$ cat config.mk
export PLATFORM = sky130hd
export DESIGN_NAME = rr_arbiter8
export DESIGN_NICKNAME = d
export VERILOG_FILES = /design/src/rtl/rr_arbiter8_pkg.sv /design/src/rtl/onehot_dec3x8.sv /design/src/rtl/rr_arbiter8.sv
export SDC_FILE = /design/constraint.sdc
export NUM_CORES = 1
export LEC_CHECK = 0
export BUFFER_PORTS_ARGS = -buffer_cell sky130_fd_sc_hd__buf_4
export CORE_MARGIN = 2
export CORE_UTILIZATION = 52
export CTS_BUF_LIST = sky130_fd_sc_hd__clkbuf_4 sky130_fd_sc_hd__clkbuf_8 sky130_fd_sc_hd__clkbuf_16
export CTS_CLUSTER_SIZE = 16
export DETAILED_ROUTE_END_ITERATION = 8
export PLACE_DENSITY = 0.76
export SETUP_SLACK_MARGIN = 0.02
export SLEW_MARGIN = 10
export SYNTH_ARGS = -nofsm -noshare
export SYNTH_HDL_FRONTEND = slang
export SYNTH_SLANG_ARGS = --single-unit
export TNS_END_PERCENT = 100
$ cat constraint.sdc
create_clock -name clk -period 3.2 [get_ports clk]
set_input_delay 0.8 -clock clk [delete_from_list [all_inputs] [get_ports clk]]
set_output_delay 0.8 -clock clk [all_outputs]
set_load 0.05 [all_outputs]
$ cat src/rtl/rr_arbiter8_pkg.sv
// rr_arbiter8_pkg: shared types, sizes and the round-robin search used by rr_arbiter8.
package rr_arbiter8_pkg;

    localparam int N_REQ = 8;
    localparam int IDX_W = 3;

    typedef enum logic {IDLE, GRANT} state_e;

    typedef struct packed {
        logic             found;
        logic [IDX_W-1:0] idx;
    } pick_t;

    // Scans from last+1 upward with natural 3-bit wrap; the holder itself comes last and can be excluded.
    function automatic pick_t rr_pick(
        input logic [N_REQ-1:0] req,
        input logic [IDX_W-1:0] last,
        input logic             excl,
        input logic [IDX_W-1:0] holder
    );
        pick_t            p;
        logic [IDX_W-1:0] k;
        p = '0;
        for (int i = 0; i < N_REQ; i++) begin
            k = last + IDX_W'(i + 1);
            if (!p.found && req[k] && !(excl && k == holder)) begin
                p.found = 1'b1;
                p.idx   = k;
            end
        end
        return p;
    endfunction

endpackage

$ cat src/rtl/onehot_dec3x8.sv
// onehot_dec3x8: 3-to-8 one-hot decoder, all-zero when not enabled.
module onehot_dec3x8
    import rr_arbiter8_pkg::*;
(
    input  logic [IDX_W-1:0] idx,
    input  logic             en,
    output logic [N_REQ-1:0] onehot
);

    assign onehot = en ? (N_REQ'(1) << idx) : '0;

endmodule

$ cat src/rtl/rr_arbiter8.sv
// rr_arbiter8: 8-way round-robin arbiter with registered grant and a hold limit
// that forces rotation when other requesters are waiting.
module rr_arbiter8
    import rr_arbiter8_pkg::*;
#(
    parameter int MAX_HOLD = 16
) (
    input  logic             clk,
    input  logic             rst_n,
    input  logic [N_REQ-1:0] req,
    output logic [N_REQ-1:0] gnt,
    output logic [IDX_W-1:0] gnt_idx,
    output logic             gnt_valid
);

    localparam int HW = $clog2(MAX_HOLD);

    state_e           state_q, state_d;
    logic [IDX_W-1:0] idx_q, idx_d, last_q, last_d;
    logic [HW-1:0]    hold_q, hold_d;
    pick_t            pick;
    logic             held, at_limit, moving;

    always_comb begin
        held     = req[idx_q];
        at_limit = hold_q == HW'(MAX_HOLD - 1);
        pick     = rr_pick(req, last_q, state_q == GRANT, idx_q);
        moving   = state_q == IDLE || !held || at_limit;
        state_d  = state_q;
        idx_d    = idx_q;
        last_d   = last_q;
        hold_d   = hold_q;
        if (moving && pick.found) begin
            state_d = GRANT;
            idx_d   = pick.idx;
            last_d  = pick.idx;
            hold_d  = '0;
        end else if (state_q == GRANT && !held) begin
            state_d = IDLE;
            idx_d   = '0;
            hold_d  = '0;
        end else if (state_q == GRANT && !at_limit) begin
            hold_d  = hold_q + HW'(1);
        end
    end

    always_ff @(posedge clk or negedge rst_n) begin
        if (!rst_n) begin
            state_q <= IDLE;
            idx_q   <= '0;
            last_q  <= IDX_W'(N_REQ - 1);
            hold_q  <= '0;
        end else begin
            state_q <= state_d;
            idx_q   <= idx_d;
            last_q  <= last_d;
            hold_q  <= hold_d;
        end
    end

    assign gnt_idx   = idx_q;
    assign gnt_valid = state_q == GRANT;

    onehot_dec3x8 u_dec (
        .idx    (idx_q),
        .en     (gnt_valid),
        .onehot (gnt)
    );

endmodule

; ---- Yosys cells after proc, flatten, opt, wreduce, memory -nomap -nowiden
; Index checks and enable logic that the tools add are counted.
[word_totals]
register_bits = 11
word_cells = 113
in_bits = 10
output_inout_bits = 12
[op_classes]
reduce_logical = 47
muxes = 34
n_shift = 1
bitwise = 1
n_eq_ne = 9
order_cmp = 9
add_sub_neg = 8
[ops]
columns = cell, count
row1 = 2-to-1 mux 4 bit, 11
row2 = < comparator 3 x 4 -> 1 bit (second input constant), 9
row3 = binary-select mux 1 bit (select 3 bit), 9
row4 = logical AND 1 bit, 26
row5 = == test 3 bit, 8
row6 = zero test 1 bit, 17
row7 = adder 3 bit (second input constant), 4
row8 = 2-to-1 mux 1 bit, 11
row9 = 2-to-1 mux 8 bit, 1
row10 = << shifter 1 x 3 -> 8 bit (first input constant), 1
row11 = adder 3 x 2 -> 3 bit (second input constant), 2
row12 = 2-to-1 mux 3 bit, 2
row13 = adder 4 x 1 -> 4 bit (second input constant), 1
row14 = == test 4 bit (second input constant), 1
row15 = adder 3 x 1 -> 3 bit (second input constant), 1
row16 = nonzero test 3 bit, 1
row17 = logical OR 1 bit, 2
row18 = nonzero test 2 bit, 1
row19 = inverter 1 bit, 1

; ---- Logic depth before layout (Yosys ltp)
; Gate-level depths: netlist of run 1.
[logic_depth]
word_depth = 36
mapped_depth = 13
ltp_nobuf = 10

; ---- Modules after synthesis
; A second synthesis of run 1 with hierarchy kept.
[unflattened]
hier_cells = 168
hier_area_um2 = 1621.6
[by_module_without_submodules]
columns = module, area_each_um2, n_inst, cells_each, seq_area_each_um2
row1 = rr_arbiter8, 1526.5, 1, 160, 279.0
row2 = onehot_dec3x8, 95.1, 1, 8, 0.0

; ---- Worst setup path before layout of run 1
; OpenSTA, ideal clock, no wires.
[synth_path]
path_type = register to register
from = register last_q[0]
to = register idx_q[1], in the netlist gnt_idx[1]
t_required_ps = 3076
path_stages_with_launch = 14
period_less_slack_ps = 3429
t_arrival_ps = 3305
setup_ps = 124
path_slack_ps = -229
n_path_buf = 3
path_cell_list = dfstp_2 buf_6 buf_2 inv_1 ha_1 buf_4 mux4_2 o41ai_2 mux2i_2 nand3b_4 or4b_4 o22a_1 o211a_1 o21bai_1
[synth_between]
elab_chain_cells = 36
word_cells_on_any_way = 80
cone_classes = add/sub (7) / eq/ne (8) / mux (25) / reduce/logical (40)
[synth_lines]
columns = element, line_no
row1 = from (decl), rr_arbiter8.sv:19  ; logic [IDX_W-1:0] idx_q, idx_d, last_q, last_d;
row2 = from (signal assigned), rr_arbiter8.sv:51  ; last_q <= IDX_W'(N_REQ - 1);
row3 = from (signal assigned), rr_arbiter8.sv:56  ; last_q <= last_d;
row4 = branches (longest 33 deep; another with adder 3 x 1 -> 3 bit), --
row5 = 2-to-1 mux 4 bit (*), rr_arbiter8_pkg.sv:26  ; if (!p.found && req[k] && !(excl && k == holder)) begin
row6 = logical AND 1 bit, rr_arbiter8.sv:33  ; if (moving && pick.found) begin
row7 = 2-to-1 mux 3 bit or nonzero test 2 bit (tied branches), --
row8 = to (signal assigned), rr_arbiter8.sv:55  ; idx_q <= idx_d;
row9 = to (decl), rr_arbiter8.sv:19
; Every way passes the cells marked *. The select of a mux whose other input is x is not followed.
; A chain may end at the register's enable or synchronous reset.

; ---- Worst setup path after layout of run 1
[layout_path]
from = register last_q[1]
to = register idx_q[1], in the netlist gnt_idx[1]
; The elaborated chain is that of the path after synthesis.

==> qor.yml, run 1 <==
placement:
  place.gp.congestion: 0.8923
  placedCellCount: 223
  placed_area_um2: 1812
  numPortBuffers: 21
  dp_worst_setup_slack_ps: 39.32
  hpwlAfterDp_um: 3309
setup_path:
  timing_worst_setup_path_type: "reg -> reg"
  crit_start: "last_q[1]"
  r2r_start: "last_q[1]"
  critPathCaptureType: "register"
  critical_path_s_slowest_cell: "or4b_4"
  arrival_time_reported_for_the_critical_path_endpoint_ps: 3270
  cp_num_cells: 10
  critical_path_peak_fanout: 8
  critical-path-top-delay-family: "simple AND/OR/NAND/NOR gates"
  critPathBufInv: 1
  path_cells: "inv_4 > ha_4 > mux4_2 > o41ai_4 > mux2i_2 > nand3b_4 > or4b_4 > o22a_1 > o211a_1 > o21bai_1"
  crit_path_largest_cell_delay_ps: 570
  required_ps: 3340
  rr_worst_depth: 10
  reg2reg_setup_slack_ps: 70
  timing.critical_path.from_type: "register"
clocking:
  worst_setup_hold_path_clk_slew_ps: 70
  cts_htree_levels: 1
  cts_tree: "yes"
  cts_hold_repair.buffers: 0
  clock_insertion_delay_worst_skew_ps: 260
  max-clock-path-buffers: 2
  numCtsBuffers: 3
  clkSinkCount: 11
  clockRootBuffer: "clkbuf_4"
floorplanning:
  ioPinCount: 22
  fp.dieArea_um2: 3499
  design.core.area_um2: 2978
  placement_rows: 20
  starting_density_of_the_core_pct: 53.11
  fp.dieW_um: 59.15
  die_height_um: 59.15
logic_synthesis:
  synth_seq_cells: 11
  yosys_warnings: 0
  postSynth.asyncResetShare_pct: 100.0
  synth_top_area_share_pct: 12.66
  synth_area_um2: 1582
  synth.avg_cell_area_um2: 9.303
  synth.yosys.seq_area_share_pct: 17.64
  synth_edf_count: 0
  post_synth_net_total: 183
  synth_top_cell_by_area: "dfrtp_1"
  synth-main-ff-cell: "dfrtp_1"
  synth.top_cells.by_area: "dfrtp_1, mux4_2, mux2i_1"
  synth.lib_cells_used.distinct: 54
  synthCells: 170
routing:
  detailedRoute.firstPassIterationCount: 4
  drt_iter0_markers: 70
  antenna_violating_nets_post_route: 0
  post-route-drc-count: 0
  routed_vias_inst: 6.277
  route.vias.total: 1450
  routed_wire_length_per_instance_um: 18.38
  routed_wirelength_um: 4246
cells_and_area:
  number_of_inserted_filler_cells_in_the_final_layout: 245
  final_cell_mix: "buf_4, nor2_1, nand2_1, mux2i_1"
  layout-drive-gt1-share_pct: 37.37
  antenna_cells: 0
  fin_cells: 231
  layout_commonest_cell: "buf_4"
  fin_area_um2: 1913
  area_delta_synth_final_pct: 20.96
  nNetsFinal: 212
timing:
  timing.final.crit_period_ps: 3129
  post-route-period-util_pct: 97.77
  skew_ps: 4.347
  slew_headroom_pct: 61.63
  finalWorstSetupSlack_ps: 71.35
  setup_viol_count_final: 0
  timing_max_transition_violations_final: 0
  worst-slew-pin-transition_ps: 573.4
  fmaxAchievable_ghz: 0.3196
  grt_setup_unrepaired: "true"
  hold_violations: 0
  setup_tns_ps: 0
global_routing:
  most_crowded_layer_gr: "met2"
  grt_util_met1_pct: 33.10
  maximum_number_of_pins_on_one_net_before_global_route_repair: 18
  globalRouteMet2Util_pct: 45.56
  met3_track_demand_over_resource_in_global_routing_pct: 2.183
  global_route.usage.total_pct: 25.58
  antenna_found_initial: 0
  grt_pass1_wl_um: 6831
  global_route.overflow_total: 0
  via_count_of_the_first_global_routing_pass: 1440
worst_hold_path:
  hp-class: "in -> async"
status:
  run_status: "finished clean"
job:
  maxCapViolCount: 0
[what timing repair did]
item | CTS | global route
gates resized for setup | 1 | 6
pin swaps | 0 | 3
endpoints found under the setup margin | 1 | 9
setup buffers | 0 | 4
[Yosys cell counts (all sizes together) (3+ instances only)]
| master | n |
|---|---|
| a21o | 3 |
| a21oi | 8 |
| buf | 7 |
| clkbuf | 3 |
| dfrtp | 8 |
| dfstp | 3 |
| ha | 3 |
| inv | 7 |
| mux2 | 6 |
| mux2i | 10 |
| mux4 | 8 |
| nand2 | 14 |
| nand2b | 6 |
| nand3 | 6 |
| nor2 | 17 |
| nor3 | 3 |
| o211ai | 3 |
| o21ai | 4 |
| o22ai | 8 |
| o41ai | 5 |
| xnor2 | 7 |
| xor2 | 4 |
[state kept, by name (all words and copies together), names as in the netlist]
| register | cells |
|---|---|
| hold_q | 4 |
| gnt_valid | 1 |
| last_q | 3 |
| gnt_idx | 3 |
[per-stage QoR]
| step | utilization [%] | hold WS [ps] |
|---|---|---|
| final | 64.24 | 354.7 |
| after detailed placement | 60.84 | 551.3 |
| after floorplan | - | 504.4 |
| after global routing | 64.24 | 349.1 |
| after global placement | 60.84 | 546.2 |
| after CTS | 62.02 | 348.4 |
[worst reg2reg max path, cell delays in order, from the launching register on]
cell	delay (ps)
dfstp_2	550
inv_4	40
ha_4	320
mux4_2	560
o41ai_4	90
mux2i_2	160
nand3b_4	220
or4b_4	570
o22a_1	220
o211a_1	130
o21bai_1	150
[logic make-up (layout without fill, tap and decap cells)]
kind of cell | count (synthesis) | count (layout) | synth area share (%)
adders and majority gates | 3 | 3 | 2.374
DFF | 11 | 11 | 17.64
buffers and inverters | 17 | 45 | 5.459
muxes | 24 | 24 | 22.23
xor gates and xnor gates | 11 | 11 | 7.754
AOI/OAI and AO/OA | 45 | 45 | 24.37
and+or+nand+nor | 59 | 59 | 20.17
[layout make-up]
type | count | area (µm²) | area share, %
inverter | 7 | 28.78 | 1.504
tap | 33 | 41.29 | 2.158
clock buffer | 4 | 30.03 | 1.570
multi-input combinational | 142 | 1279 | 66.84
timing repair buffer | 34 | 255.2 | 13.34
sequential | 11 | 279.0 | 14.58
[per-layer routing]
metal,vias to the layer above,routed length [µm]
li1,704,-
met1,704,1870
met2,38,2166
met3,4,152
met4,0,57
met5,-,0
[worst paths after layout]
kind	end
worst max-delay path	gnt_idx[1]
worst min-delay path	hold_q[3]
worst max register to register	gnt_idx[1]
worst min register to register	hold_q[3]
max in group asynchronous	last_q[1]
min in group clk	hold_q[3]
Power of run 1 is not shown: default switching activity piles up to over one toggle a cycle in this logic, so the estimate is an artifact.
==> run 2, diff against run 1 <==
--- a/config.mk
+++ b/config.mk
@@ -5,13 +5,14 @@
 export SDC_FILE = /design/constraint.sdc
 export NUM_CORES = 1
 export LEC_CHECK = 0
+export ABC_AREA = 1
 export BUFFER_PORTS_ARGS = -buffer_cell sky130_fd_sc_hd__buf_4
 export CORE_MARGIN = 2
 export CORE_UTILIZATION = 52
 export CTS_BUF_LIST = sky130_fd_sc_hd__clkbuf_4 sky130_fd_sc_hd__clkbuf_8 sky130_fd_sc_hd__clkbuf_16
 export CTS_CLUSTER_SIZE = 16
 export DETAILED_ROUTE_END_ITERATION = 8
-export PLACE_DENSITY = 0.76
+export PLACE_DENSITY = 0.84
 export SETUP_SLACK_MARGIN = 0.02
 export SLEW_MARGIN = 10
 export SYNTH_ARGS = -nofsm -noshare
==> run 2 against run 1 <==
Against the previous run: setup slack improved by 370 ps; clock skew rose by 1.7 ps; first-iteration DRC count grew to 2.6 times the previous value; wire length is 10% lower; synthesized cell count up 60%; highest routed layer unchanged; cell area fell by 12%; die area down 3.2%; sequential share of layout area is 2.0 points higher; largest cell class unchanged; sequential cell count is the same.
==> qor.yml, run 2 <==
status:
  run_status: "finished clean"
logic_synthesis:
  synth_compound_area_share_pct: 3.030
  synth.most_common_cell: "nand2_1"
  synth-simple-area-share_pct: 63.96
  synth.yosys.seq_area_share_pct: 18.26
  synth-main-ff-cell: "dfrtp_1"
  synthCells: 272
  synth_seq_cells: 11
  synth.lib_cells_used.distinct: 26
  synth.avg_cell_area_um2: 5.617
  yosys.area_share.adder_pct: 2.457
  postSynth.asyncResetShare_pct: 100.0
  synth_top_family_by_area: "simple AND/OR/NAND/NOR gates"
  yosys.area_share.xor_xnor_pct: 1.147
  synth_top_area_share_pct: 26.29
  synth_top_cell_by_area: "nand2_1"
  post_synth_net_total: 285
  synth.top_cells.by_area: "nand2_1, nand3_1, dfrtp_1"
  muxShareOfSynthArea_pct: 0
  synthTopCellsByCount: "nand2_1, nand3_1, nor2_1"
  synth_edf_count: 0
  yosys_warnings: 0
  synth_area_um2: 1528
global_routing:
  grt_util_met1_pct: 34.25
  antenna_found_initial: 0
  grt_pass1_wl_um: 6430
  via_count_of_the_first_global_routing_pass: 1504
  global_route.usage.total_pct: 24.02
  most_crowded_layer_gr: "met2"
  maximum_number_of_pins_on_one_net_before_global_route_repair: 14
  globalRouteMet2Util_pct: 40.91
  met3_track_demand_over_resource_in_global_routing_pct: 1.339
  global_route.overflow_total: 0
routing:
  routed_wirelength_um: 3820
  routed_vias_inst: 5.491
  post-route-drc-count: 0
  route.vias.total: 1757
  detailedRoute.firstPassIterationCount: 5
  drt_iter0_markers: 183
  routed_wire_length_per_instance_um: 11.94
  antenna_violating_nets_post_route: 0
placement:
  placed_area_um2: 1654
  hpwlAfterDp_um: 3068
  placedCellCount: 316
  numPortBuffers: 21
  place.gp.congestion: 0.9482
cells_and_area:
  registers.top_by_ff_count: "hold_q"
  fin_cells: 320
  layout_commonest_cell: "nand2_1"
  final_cell_mix: "nand2_1, nand3_1, nor2_1, buf_4, inv_1"
  layout-drive-gt1-share_pct: 19.72
  largest_register_ff_count: 4
  antenna_cells: 0
  fin_area_um2: 1684
  nNetsFinal: 303
  number_of_inserted_filler_cells_in_the_final_layout: 274
  area_delta_synth_final_pct: 10.24
floorplanning:
  design.core.area_um2: 2781
  starting_density_of_the_core_pct: 54.93
  fp.dieArea_um2: 3387
  fp.dieW_um: 58.20
  die_height_um: 58.20
  placement_rows: 19
  ioPinCount: 22
clocking:
  cts_hold_repair.buffers: 0
  clock_insertion_delay_worst_skew_ps: 260
  cts_htree_levels: 1
  numCtsBuffers: 3
  cts_setup_buffers: 0
  max-clock-path-buffers: 2
  cts_tree: "yes"
  cts.repair.resized: 0
  worst_setup_hold_path_clk_slew_ps: 70
  clockRootBuffer: "clkbuf_4"
  clkSinkCount: 11
timing:
  fmaxAchievable_ghz: 0.3630
  setup_tns_ps: 0
  skew_ps: 6.056
  grt_setup_unrepaired: "false"
  timing_max_transition_violations_final: 0
  slew_headroom_pct: 69.17
  timing.final.crit_period_ps: 2755
  setup_viol_count_final: 0
  post-route-period-util_pct: 86.09
  hold_violations: 0
  worst-slew-pin-transition_ps: 462.4
setup_path:
  reg2reg_setup_slack_ps: 450
  timing.critical_path.from_type: "register"
  arrival_time_reported_for_the_critical_path_endpoint_ps: 2940
  critical_path_peak_fanout: 13
  r2r_start: "last_q[0]"
  regToRegEndpoint: "hold_q[1]"
  critPathCaptureType: "register"
  timing_worst_setup_path_type: "reg -> reg"
  required_ps: 3390
  rr_worst_depth: 15
worst_hold_path:
  hp-class: "in -> async"
job:
  maxCapViolCount: 0
==> run 2: changes by cell type after synthesis, sizes merged, moves of 8 or more <==
cell / change
mux2i: -10
nand2: +100
inv: +15
mux4: -8
nand3: +45
o22ai: -8
nor2: +23
==> run 2: metal layers <==
layer | part of all wire, % | vias to the layer above | wire, µm
met4 | 0.45 | 0 | 17
met3 | 6.2 | 4 | 235
met1 | 46 | 776 | 1751
met2 | 48 | 64 | 1815
met5 | 0 | - | 0
li1 | - | 913 | -
==> run 2: how the worst max path moves through the flow <==
stage               start  cells after the start  slack, ps        end
2_1_floorplan  gnt_idx[2]                      4        740     gnt[0]
5_1_grt         last_q[0]                     14        150  hold_q[1]
6_report        last_q[0]                     15        450  hold_q[1]
3_3_place_gp    last_q[0]                     15        540  hold_q[1]
4_1_cts         last_q[0]                     15        450  hold_q[1]
3_5_place_dp    last_q[0]                     15        470  hold_q[1]
==> run 2: worst max-delay path, cell delays in order, from the launching register on <==
cell and delay [ps]:
dfstp_2 540, inv_2 100, ha_1 450, inv_2 140
nand2_1 60, nand2_1 80, inv_1 50, nor2_1 90
nand2_1 110, nand3_4 120, nand4_2 100, nor2_2 110
nand4_1 90, nand2_1 300, nand2_1 190, a21oi_1 150
==> run 2: final cells by class <==
type	instances	area, µm²	area share (%)
clock buffer	4	30.03	1.783
sequential	11	279.0	16.57
timing repair buffer	23	172.7	10.25
multi-input combinational	229	1079	64.04
inverter	22	85.08	5.052
tap	31	38.79	2.303
==> run 2: kinds of logic after synthesis <==
logic type	after synthesis
simple gates	216
flops	11
xor+xnor	2
compound gates	8
fa+ha+maj	3
buf+inv	32
==> run 2: per-stage QoR <==
stage | util, % | hold slack (ps) | setup WS (ps)
6_report | 60.55 | 355.3 | 445.2
5_1_grt | 60.55 | 356.5 | 154.7
4_1_cts | 60.55 | 351.5 | 452.2
3_5_place_dp | 59.47 | 557.7 | 469.6
3_3_place_gp | 59.47 | 547.8 | 535.7
2_1_floorplan | - | 504.4 | 737.5
Power of run 2 is left out for the same reason.
==> run 3, diff against run 2 <==
--- a/config.mk
+++ b/config.mk
@@ -8,14 +8,15 @@
 export ABC_AREA = 1
 export BUFFER_PORTS_ARGS = -buffer_cell sky130_fd_sc_hd__buf_4
 export CORE_MARGIN = 2
-export CORE_UTILIZATION = 52
+export CORE_UTILIZATION = 53
 export CTS_BUF_LIST = sky130_fd_sc_hd__clkbuf_4 sky130_fd_sc_hd__clkbuf_8 sky130_fd_sc_hd__clkbuf_16
 export CTS_CLUSTER_SIZE = 16
 export DETAILED_ROUTE_END_ITERATION = 8
-export PLACE_DENSITY = 0.84
+export PLACE_DENSITY = 0.85
 export SETUP_SLACK_MARGIN = 0.02
 export SLEW_MARGIN = 10
 export SYNTH_ARGS = -nofsm -noshare
 export SYNTH_HDL_FRONTEND = slang
+export SYNTH_HIERARCHICAL = 1
 export SYNTH_SLANG_ARGS = --single-unit
 export TNS_END_PERCENT = 100
==> run 3 against run 2 <==
Against the previous run: register-to-register slack worse by 98 ps; clock skew shrank 3.4 ps; core utilization grew 0.17 points; synthesized cell count rose by 5.5%; non-clock buffer count stayed put; global-route usage grew 1.7 points; highest routed layer unchanged; fmax is 3.4% lower; sequential share of layout area fell by 1.1 points.
==> qor.yml, run 3 <==
timing:
  timing.final.crit_period_ps: 2853
  setup_tns_ps: 0
  grt_setup_unrepaired: "false"
  skew_ps: 2.661
  fmaxAchievable_ghz: 0.3505
  post-route-period-util_pct: 89.15
  setup_viol_count_final: 0
  timing_max_transition_violations_final: 0
  hold_violations: 0
  slew_headroom_pct: 70.31
  worst-slew-pin-transition_ps: 445.3
cells_and_area:
  layout-drive-gt1-share_pct: 18.63
  fin_area_um2: 1808
  layout_commonest_cell: "nand2_1"
  area_delta_synth_final_pct: 10.81
  largest_register_ff_count: 4
  antenna_cells: 0
  nNetsFinal: 320
  final_cell_mix: "nand2_1, nand3_1, nor2_1, inv_1, buf_4"
  registers.top_by_ff_count: "hold_q"
logic_synthesis:
  synthCells: 287
  synth_seq_cells: 11
  synth.yosys.seq_area_share_pct: 17.10
  synth.avg_cell_area_um2: 5.685
  synth.lib_cells_used.distinct: 28
  post_synth_net_total: 300
  synth_top_cell_by_area: "nand2_1"
  synth-main-ff-cell: "dfrtp_1"
  synth.most_common_cell: "nand2_1"
  synth_top_area_share_pct: 24.85
  synth.top_cells.by_area: "nand2_1, nand3_1, dfrtp_1"
  synth_edf_count: 0
  synthTopCellsByCount: "nand2_1, nand3_1, nor2_1"
  synth_area_um2: 1632
  yosys_warnings: 6
  postSynth.asyncResetShare_pct: 100.0
setup_path:
  required_ps: 3360
  crit_start: "last_q[0]"
  timing_worst_setup_path_type: "reg -> reg"
  regToRegEndpoint: "gnt_idx[2]"
  timing.critical_path.from_type: "register"
  reg2reg_setup_slack_ps: 350
  timing_endpoint_of_the_critical_path: "gnt_idx[2]"
  arrival_time_reported_for_the_critical_path_endpoint_ps: 3020
  critPathCaptureType: "register"
  critical_path_peak_fanout: 13
  rr_worst_depth: 18
  r2r_start: "last_q[0]"
clocking:
  cts_setup_buffers: 0
  cts_hold_repair.buffers: 0
  cts_htree_levels: 1
  clock_insertion_delay_worst_skew_ps: 270
  cts_tree: "yes"
  worst_setup_hold_path_clk_slew_ps: 70
  cts.repair.resized: 0
  clockRootBuffer: "clkbuf_4"
  numCtsBuffers: 3
  clkSinkCount: 11
  max-clock-path-buffers: 2
placement:
  numPortBuffers: 21
  hpwlAfterDp_um: 3346
  placed_area_um2: 1778
  place.gp.congestion: 0.9445
floorplanning:
  placement_rows: 20
  design.core.area_um2: 2978
  fp.dieW_um: 59.49
  ioPinCount: 22
  fp.dieArea_um2: 3538
  die_height_um: 59.49
  starting_density_of_the_core_pct: 54.79
routing:
  detailedRoute.firstPassIterationCount: 4
  drt_iter0_markers: 143
  routed_vias_inst: 5.378
  route.vias.total: 1823
  antenna_violating_nets_post_route: 0
  post-route-drc-count: 0
  routed_wire_length_per_instance_um: 12.33
  routed_wirelength_um: 4179
global_routing:
  grt_pass1_wl_um: 6913
  global_route.usage.total_pct: 25.69
  via_count_of_the_first_global_routing_pass: 1498
  maximum_number_of_pins_on_one_net_before_global_route_repair: 17
  global_route.overflow_total: 0
  antenna_found_initial: 0
status:
  run_status: "finished clean"
worst_hold_path:
  hp-class: "in -> async"
job:
  maxCapViolCount: 0
==> run 3: worst min-delay path by stage <==
stage / startpoint / endpoint / slack, ps / cells past startpoint
after floorplan: rst_n / gnt_idx[0] / 500 / 0
after global placement: last_q[2] / last_q[2] / 550 / 2
after detailed placement: last_q[2] / last_q[2] / 550 / 2
after CTS: rst_n / hold_q[0] / 340 / 1
after global routing: rst_n / gnt_valid / 350 / 1
final: rst_n / hold_q[2] / 350 / 1
==> run 3: layout make-up <==
class | instances | area (µm²)
Timing Repair Buffer | 23 | 172.7
Tap cell | 33 | 41.29
Sequential cell | 11 | 279.0
Inverter | 30 | 115.1
Clock buffer | 4 | 30.03
Multi-Input combinational cell | 238 | 1170
Fill cell | 294 | 1170
==> run 3: critical path, stage by stage (launching register included) <==
cell	delay [ps]
dfstp_2	560
inv_4	80
ha_1	440
inv_2	150
nand2_1	60
nand2_1	130
inv_1	70
nor2_1	100
nand2_1	80
inv_1	50
nor2_1	50
nor2_2	140
nand4_4	120
nor2_4	140
o21ai_2	70
o21ai_2	180
inv_1	140
nand2_1	120
nand2_1	60
==> run 3: stage by stage <==
stage	utilization (%)	setup WS, ps	hold WS [ps]	std cells
global placement	59.71	462.6	551.5	335
CTS	60.71	345.3	341.7	339
detailed placement	59.71	359.2	552.7	335
floorplan	-	543.5	504.4	287
finish	60.71	347.1	348.2	339
global route	60.71	83.80	346.6	339
==> run 3: cell families after synthesis <==
kind of cell,Yosys count,synth area share [%]
xor+xnor,3,1.611
fa+ha+maj,3,2.301
flops,11,17.10
simple gates,220,63.19
buf+inv,38,11.20
compound gates,11,3.988
mux,1,0.6135
==> run 3: per-layer routing <==
| layer | part of all wire [%] | GRT usage [%] | wire, µm |
|---|---|---|---|
| met1 | 46 | 35.84 | 1906 |
| met2 | 49 | 42.70 | 2058 |
| met3 | 4.1 | 2.183 | 172 |
| met4 | 0.98 | 6.169 | 41 |
| met5 | 0 | 0 | 0 |
Power of run 3 is left out for the same reason.
